### config.mk
export PLATFORM = sky130hd
export DESIGN_NAME = pipe_hazard_ctrl
export DESIGN_NICKNAME = d
export VERILOG_FILES = /design/src/rtl/pipe_ctrl_pkg.sv /design/src/rtl/pipe_fwd_unit.sv /design/src/rtl/pipe_hazard_ctrl.sv
export SDC_FILE = /design/constraint.sdc
export NUM_CORES = 1
export LEC_CHECK = 0
export CAP_MARGIN = 10
export CORE_AREA = 5 5 82 84
export CTS_BUF_LIST = sky130_fd_sc_hd__clkbuf_16
export DETAILED_ROUTE_END_ITERATION = 6
export DIE_AREA = 0 0 87 89
export PLACE_DENSITY = 0.78
export SLEW_MARGIN = 10
export SYNTH_ARGS = -nofsm -noshare
export SYNTH_HDL_FRONTEND = slang
export SYNTH_HIERARCHICAL = 1
export SYNTH_SLANG_ARGS = --single-unit
### constraint.sdc
create_clock -name clock -period 4.1 [get_ports clock]
set_input_delay 0.82 -clock clock [delete_from_list [all_inputs] [get_ports clock]]
set_output_delay 0.82 -clock clock [all_outputs]
set_load 0.02 [all_outputs]
### src/rtl/pipe_ctrl_pkg.sv
// Shared types and index constants for the pipeline hazard/stall controller.
package pipe_ctrl_pkg;

  typedef enum logic [1:0] {
    ST_RUN   = 2'd0,
    ST_WAIT  = 2'd1,
    ST_ERROR = 2'd2
  } ctrl_state_t;

  typedef enum logic [1:0] {
    FWD_REG = 2'b00,
    FWD_W   = 2'b01,
    FWD_M   = 2'b10
  } fwd_sel_t;

  localparam int NUM_STG = 5;
  localparam int STG_F   = 0;
  localparam int STG_D   = 1;
  localparam int STG_E   = 2;
  localparam int STG_M   = 3;
  localparam int STG_W   = 4;

  localparam int FLS_D   = 0;
  localparam int FLS_E   = 1;

endpackage

### src/rtl/pipe_fwd_unit.sv
// Combinational E-stage operand forwarding select; the M-stage result is younger so it wins over W.
module pipe_fwd_unit
  import pipe_ctrl_pkg::*;
#(
  parameter int REG_ADDR_W = 5
) (
  input  logic [REG_ADDR_W-1:0] i_rs,
  input  logic [REG_ADDR_W-1:0] i_rd_m,
  input  logic                  i_reg_write_m,
  input  logic [REG_ADDR_W-1:0] i_rd_w,
  input  logic                  i_reg_write_w,
  output fwd_sel_t              o_sel
);

  logic w_hit_m;
  logic w_hit_w;

  // x0 is hardwired to zero, so a write to it must never be forwarded.
  assign w_hit_m = i_reg_write_m && (i_rd_m != '0) && (i_rd_m == i_rs);
  assign w_hit_w = i_reg_write_w && (i_rd_w != '0) && (i_rd_w == i_rs);

  always_comb begin
    o_sel = FWD_REG;
    if (w_hit_m) begin
      o_sel = FWD_M;
    end else if (w_hit_w) begin
      o_sel = FWD_W;
    end
  end

endmodule

### src/rtl/pipe_hazard_ctrl.sv
// Hazard/stall controller: pipe-register enables and flushes, forwarding selects,
// data-memory wait FSM with sticky timeout error, saturating stall-cycle counter.
module pipe_hazard_ctrl
  import pipe_ctrl_pkg::*;
#(
  parameter int REG_ADDR_W     = 5,
  parameter int TIMEOUT_CYCLES = 64,
  parameter int STALL_CNT_W    = 32
) (
  input  logic                   clock,
  input  logic                   async_reset,
  input  logic [REG_ADDR_W-1:0]  Rs1_D,
  input  logic [REG_ADDR_W-1:0]  Rs2_D,
  input  logic [REG_ADDR_W-1:0]  Rd_E,
  input  logic [REG_ADDR_W-1:0]  Rs1_E,
  input  logic [REG_ADDR_W-1:0]  Rs2_E,
  input  logic                   mem_read_E,
  input  logic                   branch_taken_E,
  input  logic [REG_ADDR_W-1:0]  Rd_M,
  input  logic                   reg_write_M,
  input  logic                   mem_req_M,
  input  logic                   mem_ack,
  input  logic [REG_ADDR_W-1:0]  Rd_W,
  input  logic                   reg_write_W,
  output logic [NUM_STG-1:0]     stage_en,
  output logic [1:0]             flush_n,
  output logic [1:0]             fwd_A_E,
  output logic [1:0]             fwd_B_E,
  output logic                   mem_error,
  output logic [STALL_CNT_W-1:0] stall_cycles
);

  localparam int CNT_W = (TIMEOUT_CYCLES > 2) ? $clog2(TIMEOUT_CYCLES) : 1;
  localparam logic [CNT_W-1:0] CNT_LAST = CNT_W'(TIMEOUT_CYCLES - 1);

  ctrl_state_t            r_state;
  ctrl_state_t            w_next;
  logic [CNT_W-1:0]       r_cnt;
  logic [STALL_CNT_W-1:0] r_stall;
  logic                   w_frozen;
  logic                   w_cnt_clr;
  logic                   w_cnt_inc;
  logic                   w_load_use;
  fwd_sel_t               w_fwd_a;
  fwd_sel_t               w_fwd_b;

  always_ff @(posedge clock or negedge async_reset) begin
    if (!async_reset) begin
      r_state <= ST_RUN;
      r_cnt   <= '0;
    end else begin
      r_state <= w_next;
      if (w_cnt_clr) begin
        r_cnt <= '0;
      end else if (w_cnt_inc) begin
        r_cnt <= r_cnt + 1'b1;
      end
    end
  end

  always_comb begin
    w_next    = r_state;
    w_frozen  = 1'b0;
    w_cnt_clr = 1'b0;
    w_cnt_inc = 1'b0;
    case (r_state)
      ST_RUN: begin
        if (mem_req_M && !mem_ack) begin
          w_frozen  = 1'b1;
          w_cnt_clr = 1'b1;
          w_next    = ST_WAIT;
        end
      end
      ST_WAIT: begin
        w_cnt_inc = 1'b1;
        if (mem_ack) begin
          w_next = ST_RUN;
        end else begin
          w_frozen = 1'b1;
          if (r_cnt == CNT_LAST) begin
            w_next = ST_ERROR;
          end
        end
      end
      ST_ERROR: begin
        w_frozen = 1'b1;
      end
      default: begin
        w_frozen = 1'b1;
        w_next   = ST_ERROR;
      end
    endcase
  end

  assign w_load_use = mem_read_E && (Rd_E != '0) && ((Rd_E == Rs1_D) || (Rd_E == Rs2_D));

  // The ack cycle is the first unfrozen cycle, so hazards held by the frozen
  // registers are resolved there rather than being carried past unseen.
  always_comb begin
    stage_en = '1;
    flush_n  = 2'b11;
    if (w_frozen) begin
      stage_en = '0;
    end else if (branch_taken_E) begin
      flush_n[FLS_D] = 1'b0;
      flush_n[FLS_E] = 1'b0;
    end else if (w_load_use) begin
      stage_en[STG_F] = 1'b0;
      stage_en[STG_D] = 1'b0;
      flush_n[FLS_E]  = 1'b0;
    end
  end

  always_ff @(posedge clock or negedge async_reset) begin
    if (!async_reset) begin
      r_stall <= '0;
    end else if (!stage_en[STG_F] && !(&r_stall)) begin
      r_stall <= r_stall + 1'b1;
    end
  end

  assign stall_cycles = r_stall;
  assign mem_error    = (r_state == ST_ERROR);

  pipe_fwd_unit #(.REG_ADDR_W(REG_ADDR_W)) u_fwd_a (
    .i_rs          (Rs1_E),
    .i_rd_m        (Rd_M),
    .i_reg_write_m (reg_write_M),
    .i_rd_w        (Rd_W),
    .i_reg_write_w (reg_write_W),
    .o_sel         (w_fwd_a)
  );

  pipe_fwd_unit #(.REG_ADDR_W(REG_ADDR_W)) u_fwd_b (
    .i_rs          (Rs2_E),
    .i_rd_m        (Rd_M),
    .i_reg_write_m (reg_write_M),
    .i_rd_w        (Rd_W),
    .i_reg_write_w (reg_write_W),
    .o_sel         (w_fwd_b)
  );

  assign fwd_A_E = w_fwd_a;
  assign fwd_B_E = w_fwd_b;

endmodule

==> run summary, run 1 <==
Status: completed
Core area: 5850 um2
Clk pin slew, worst setup/hold paths: 0.06 ns
Worst slew margin: 41.8%
Die Y: 89 um
CP required: 3.28 ns
Clock power frac: 34.3%
EDFF count, synth: 0
Synth Net Count: 300
Die area: 7740 um2
Leakage: 1.45 nW
Nets@finish: 386
Simple-Gate Fraction of Synth Area: 28.9%
Number of global-route vias before repair: 2,265
Slew @ Worst Pin: 0.874 ns
DP Wirelength: 5.10 mm
Fillers: 500
Ys Warns: 6
Register bit total from synthesis: 40
P_sw: 0.000391 W
Most frequent cells in the layout: clkdlybuf4s50_1 (85), dfrtp_1 (40), xnor2_1 (30)
Crit Path Category: in -> out
FFs w/ async S/R, synth: 100%
Comb power frac: 27.3%
Synthesized area: 2560 um2
Worst hold path class: reg -> reg
Post-CTS Setup Bufs: 0
Port bufs: 86
Compound-Gate Fraction of Synth Area: 8.24%
Mux cell area share after synthesis: 0.439%
Final weighted congestion in routability-driven placement: 0.823
First-pass GRT wire length: 10.8 mm
CP startpoint kind: input port
Final worst path period need: 3.77 ns
Ys flop type: dfrtp_1
Sequential fraction of the synthesis area: 39.0%
Final setup fails: 0
Final TNS setup: 0 ns
Row count: 28
Die width: 87 um
Post-DR vias/cell: 5.39
H-tree depth: 2
# resized after CTS: 0
Starting density of the core: 43.8%
Internal power: 0.000907 W
Drt pass-1 iters: 4
DR iter-0 viols: 96
Crit path DAT: 2.95 ns
Largest net degree at the start of global routing: 41
Hold buffer count at CTS: 0
Post-DRT Antenna Nets: 0
Total Wirelength: 6.40 mm
VDD IR-drop max: 0.201 mV
Worst setup EP type: primary output
Clk root buf: clkbuf_16
Placed Cells incl. Taps: 409
Crit Path Max Fanout: 3
Main combinational cell family by area after synthesis: simple AND/OR/NAND/NOR gates
Sequential power share: 38.5%
Initial antenna violation count: 0
Power Density: 356 nW/um2
XOR/XNOR Fraction of Synth Area: 19.5%
F_max: 265 MHz
Most common cell after layout, fill and taps aside: clkdlybuf4s50_1
CTS buffer count: 5
Mean post-synth cell area: 10.1 um2
Final hold viol count: 0
Vias: 2,248
Clock Sink Count: 40
CTS tree: done
Layout cells sized above 1: 9.94%
Cells after synthesis: 255
Non-filler instance count after layout: 417
Fin crit share: 92.1%
Distinct cells, synth: 46
Ports: 87
Antenna diodes: 0
Synth Area in Adders: 0.976%
Area grow syn2layout: 42.0%
Max Slew Vio Count: 0
Clk_skew: 0.00573 ns
Total GRT Usage: 17.5%
Switch share: 30.1%
DRC violations left: 0
Routed length per placed instance: 15.4 um
Gr ovfl total: 0
Clock latency on the worst-skew pair: 0.28 ns
Max cap viols: 0
Max Buffers Root-to-Sink: 2
RSZ-0062 raised after global routing: false
Yosys cell counts, types with 2 or more instances:
library cell | n | area [um2]
a211oi_2 | 2 | 25.0
a21oi_1 | 2 | 10.0
and2_1 | 2 | 12.5
and3_1 | 8 | 50.1
and4_1 | 2 | 17.5
buf_2 | 3 | 15.0
buf_4 | 5 | 37.5
clkbuf_1 | 2 | 7.51
dfrtp_1 | 40 | 1000
ha_1 | 2 | 25.0
nand2_1 | 15 | 56.3
nand3_1 | 22 | 110
nand4_1 | 15 | 93.8
nand4b_1 | 3 | 26.3
nor2_1 | 13 | 48.8
nor2b_1 | 5 | 31.3
nor3_1 | 9 | 45.0
nor3_2 | 5 | 50.1
nor4_1 | 4 | 25.0
nor4_2 | 2 | 25.0
nor4_4 | 3 | 63.8
o21ai_0 | 8 | 40.0
o21bai_1 | 3 | 22.5
o31ai_1 | 2 | 15.0
o41ai_2 | 2 | 32.5
xnor2_1 | 30 | 263
xor2_1 | 27 | 236
registers in the layout, indices dropped and copies added, names as in the netlist:
name	count
r_cnt	6
r_state	2
stall_cycles	32
critical path: stages:
cell,delay [ns]
clkdlybuf4s50_1,0.46
or4_1,0.54
o21ai_1,0.25
o31a_1,0.24
clkdlybuf4s50_1,0.64
power groups by stage:
stage	Combinational [W]	Clock [W]	Sequential, W
floorplan	0.000142	0	0.000542
detailed placement	0.000358	0	0.000506
CTS	0.000359	0.000449	0.000499
global placement	0.000352	0	0.000504
global route	0.000380	0.000466	0.000511
finish	0.000354	0.000444	0.000499
per-layer routing:
layer	vias to the layer above	routed length, um	global-route usage [%]
met5	-	0	0
met4	0	86	5.52
met3	6	459	5.25
met2	62	3210	29.5
met1	1086	2640	21.5
li1	1094	-	-
kinds of logic after synthesis:
family	count (synthesis)
DFF	40
adders and majority gates	2
AOI/OAI and AO/OA	27
buffers and inverters	12
and+or+nand+nor	116
xor gates and xnor gates	57
muxes	1
per-stage QoR:
step / setup WS [ns] / hold WS, ns / area (um2) / power, W / utilization [%]
6_report: 0.325 / 0.486 / 3640 / 0.00130 / 62.2
5_1_grt: 0.214 / 0.513 / 3640 / 0.00136 / 62.2
4_1_cts: 0.311 / 0.493 / 3640 / 0.00131 / 62.2
3_5_place_dp: 0.318 / 0.481 / 3470 / 0.000864 / 59.4
3_3_place_gp: 0.322 / 0.476 / 3470 / 0.000856 / 59.4
2_1_floorplan: 1.11 / 0.451 / 2560 / 0.000684 / -
path summary, 6_finish.rpt:
kind	start	endpoint	slack, ns	cells after the start
max	Rd_E[1]	stage_en[1]	0.33	5
min	stall_cycles[27]	stall_cycles[27]	0.49	1
max reg2reg	stall_cycles[0]	stall_cycles[1]	1.67	8
min reg2reg	stall_cycles[27]	stall_cycles[27]	0.49	1
max in group asynchronous	async_reset	stall_cycles[20]	2.89	1
min in group asynchronous	async_reset	r_cnt[0]	0.65	1
final cells by class:
class,instances,area [um2],area share (%)
multi-input combinational,203,1490,40.9
clock inverter,3,42.5,1.17
inverter,1,3.75,0.103
clock buffer,5,125,3.44
timing repair buffer,90,886,24.3
tap,75,93.8,2.58
sequential,40,1000,27.5
Note: power is estimated with default switching activity, not from simulation.
==> run 2: changes to the inputs <==
--- a/config.mk
+++ b/config.mk
@@ -6,11 +6,13 @@
 export NUM_CORES = 1
 export LEC_CHECK = 0
 export CAP_MARGIN = 10
-export CORE_AREA = 5 5 82 84
+export CELL_PAD_IN_SITES_DETAIL_PLACEMENT = 0
+export CELL_PAD_IN_SITES_GLOBAL_PLACEMENT = 1
+export CORE_AREA = 4 4 92 94
 export CTS_BUF_LIST = sky130_fd_sc_hd__clkbuf_16
 export DETAILED_ROUTE_END_ITERATION = 6
-export DIE_AREA = 0 0 87 89
-export PLACE_DENSITY = 0.78
+export DIE_AREA = 0 0 96 98
+export PLACE_DENSITY = 0.8
 export SLEW_MARGIN = 10
 export SYNTH_ARGS = -nofsm -noshare
 export SYNTH_HDL_FRONTEND = slang
==> constraint.sdc (replaced) <==
create_clock -name clock -period 4.2 [get_ports clock]
set_input_delay 0.84 -clock clock [delete_from_list [all_inputs] [get_ports clock]]
set_output_delay 0.84 -clock clock [all_outputs]
set_load 0.02 [all_outputs]
==> run 2 against run 1 <==
Utilization fell by 14 points. Sequential power is 2% lower. Die area up 22%. Hold slack improved by 0.0044 ns. Combinational power down 1%. First-iteration DRC count down 52%. Global-route usage down 3.1 points.
==> run summary, run 2 (same netlist as run 1, synthesis figures left out) <==
Worst hold path class: reg -> reg
Max Slew Vio Count: 0
F_max: 262 MHz
Port bufs: 86
Max reg flops: 32
Final worst path period need: 3.82 ns
Crit Path Category: in -> out
Crit Path Max Fanout: 3
Post-CTS Setup Bufs: 0
VDD IR-drop max: 0.160 mV
H-tree depth: 2
Most common cell on crit path: clkdlybuf4s50_1
Ports: 87
Final weighted congestion in routability-driven placement: 0.785
Reg-to-Reg End: stall_cycles[1]
Clk_skew: 0.00450 ns
Antenna diodes: 0
Grt met1 use: 18.5%
Hold path cells: 1
Gr ovfl total: 0
Routed length per placed instance: 15.0 um
Core area: 7650 um2
Worst setup EP type: primary output
Total GRT Usage: 14.4%
Clock latency on the worst-skew pair: 0.28 ns
CTS buffer count: 5
Hold EP: r_cnt[5]
DR iter-0 viols: 46
# resized after CTS: 0
R2r setup slk: 1.79 ns
RSZ-0062 raised after global routing: false
Drt pass-1 iters: 4
DP Wirelength: 5.06 mm
Area grow syn2layout: 43.0%
Largest net degree at the start of global routing: 41
CP required: 3.36 ns
Clock Sink Count: 40
Placed Cells incl. Taps: 435
CP startpoint kind: input port
Final setup fails: 0
FF-to-FF Start: stall_cycles[0]
Met2 Use GR: 23.7%
Slew @ Worst Pin: 0.889 ns
Gr busiest metal: met2
Row count: 32
Slowest Stage Delay on Critical Path: 0.64 ns
Hold buffer count at CTS: 0
Non-filler instance count after layout: 443
Clk root buf: clkbuf_16
Length in cells of the worst reg-to-reg path: 7
Die area: 9410 um2
Final hold viol count: 0
Initial antenna violation count: 0
Post-DR vias/cell: 5.00
Power Density: 346 nW/um2
Crit path DAT: 2.98 ns
Number of global-route vias before repair: 2,295
Max cap viols: 0
Die Y: 98 um
Slowest CP cell: clkdlybuf4s50_1
Hold path start: r_cnt[5]
Nets@finish: 385
DRC violations left: 0
Most frequent cells in the layout: clkdlybuf4s50_1 (85), dfrtp_1 (40), xnor2_1 (30)
Vias: 2,215
CTS tree: done
Worst slew margin: 40.8%
Leakage: 1.44 nW
Final TNS setup: 0 ns
Layout cells sized above 1: 9.68%
Status: completed
Fin crit share: 90.9%
Total Wirelength: 6.63 mm
CP Cell Sequence: clkdlybuf4s50_1, or4_1, o21ai_1, o31a_1, clkdlybuf4s50_1
Starting density of the core: 33.5%
Die width: 96 um
Clk pin slew, worst setup/hold paths: 0.06 ns
Met3 Use GR: 4.01%
Max Buffers Root-to-Sink: 2
Most common cell after layout, fill and taps aside: clkdlybuf4s50_1
Post-DRT Antenna Nets: 0
First-pass GRT wire length: 11.0 mm
run 2: cell count changes in the layout (fill, tap and decap cells not counted):
cell,delta
buf_4,-1
run 2: per-layer routing:
metal | vias up | wire, um
li1 | 1094 | -
met1 | 1053 | 2900
met2 | 61 | 3150
met3 | 7 | 510
met4 | 0 | 61
met5 | - | 0
run 2: worst max path at each step:
stage | from | cells after the start | endpoint
after detailed placement | Rd_E[1] | 5 | stage_en[1]
after floorplan | mem_req_M | 5 | stage_en[1]
after global routing | Rd_E[2] | 5 | stage_en[0]
after global placement | Rd_E[1] | 5 | stage_en[1]
final | Rd_E[2] | 5 | stage_en[1]
after CTS | Rd_E[1] | 5 | stage_en[1]
run 2: area by class of cell:
cell class | count | area (um2)
clock buffers | 5 | 125
clock inverters | 3 | 42.5
fillers | 731 | 3980
inverters | 1 | 3.75
multi-input cells | 203 | 1490
flip-flops and latches | 40 | 1000
well taps | 102 | 128
repair buffers | 89 | 878
run 2: stage by stage:
step / instance area, um2 / power, W / utilization [%] / hold WS (ns) / setup slack (ns)
4_1_cts: 3670 / 0.00128 / 48.0 / 0.500 / 0.379
3_3_place_gp: 3500 / 0.000841 / 45.8 / 0.485 / 0.388
6_report: 3670 / 0.00127 / 48.0 / 0.490 / 0.383
2_1_floorplan: 2560 / 0.000668 / - / 0.451 / 1.17
3_5_place_dp: 3500 / 0.000849 / 45.8 / 0.488 / 0.382
5_1_grt: 3670 / 0.00133 / 48.0 / 0.510 / 0.272
run 2: where the power goes:
group          total [W]  leakage [nW]  switching, W  internal (W)
Sequential      0.000490         0.533     0.0000609      0.000429
Clock           0.000430        0.0798      0.000151      0.000279
Combinational   0.000349         0.829      0.000172      0.000177
Total            0.00127          1.44      0.000384      0.000885
run 2: critical path: cells and delay by family:
| kind | cells | cell delay, ns |
|---|---|---|
| compound gates | 2 | 0.49 |
| buf+inv | 2 | 1.11 |
| simple gates | 1 | 0.53 |
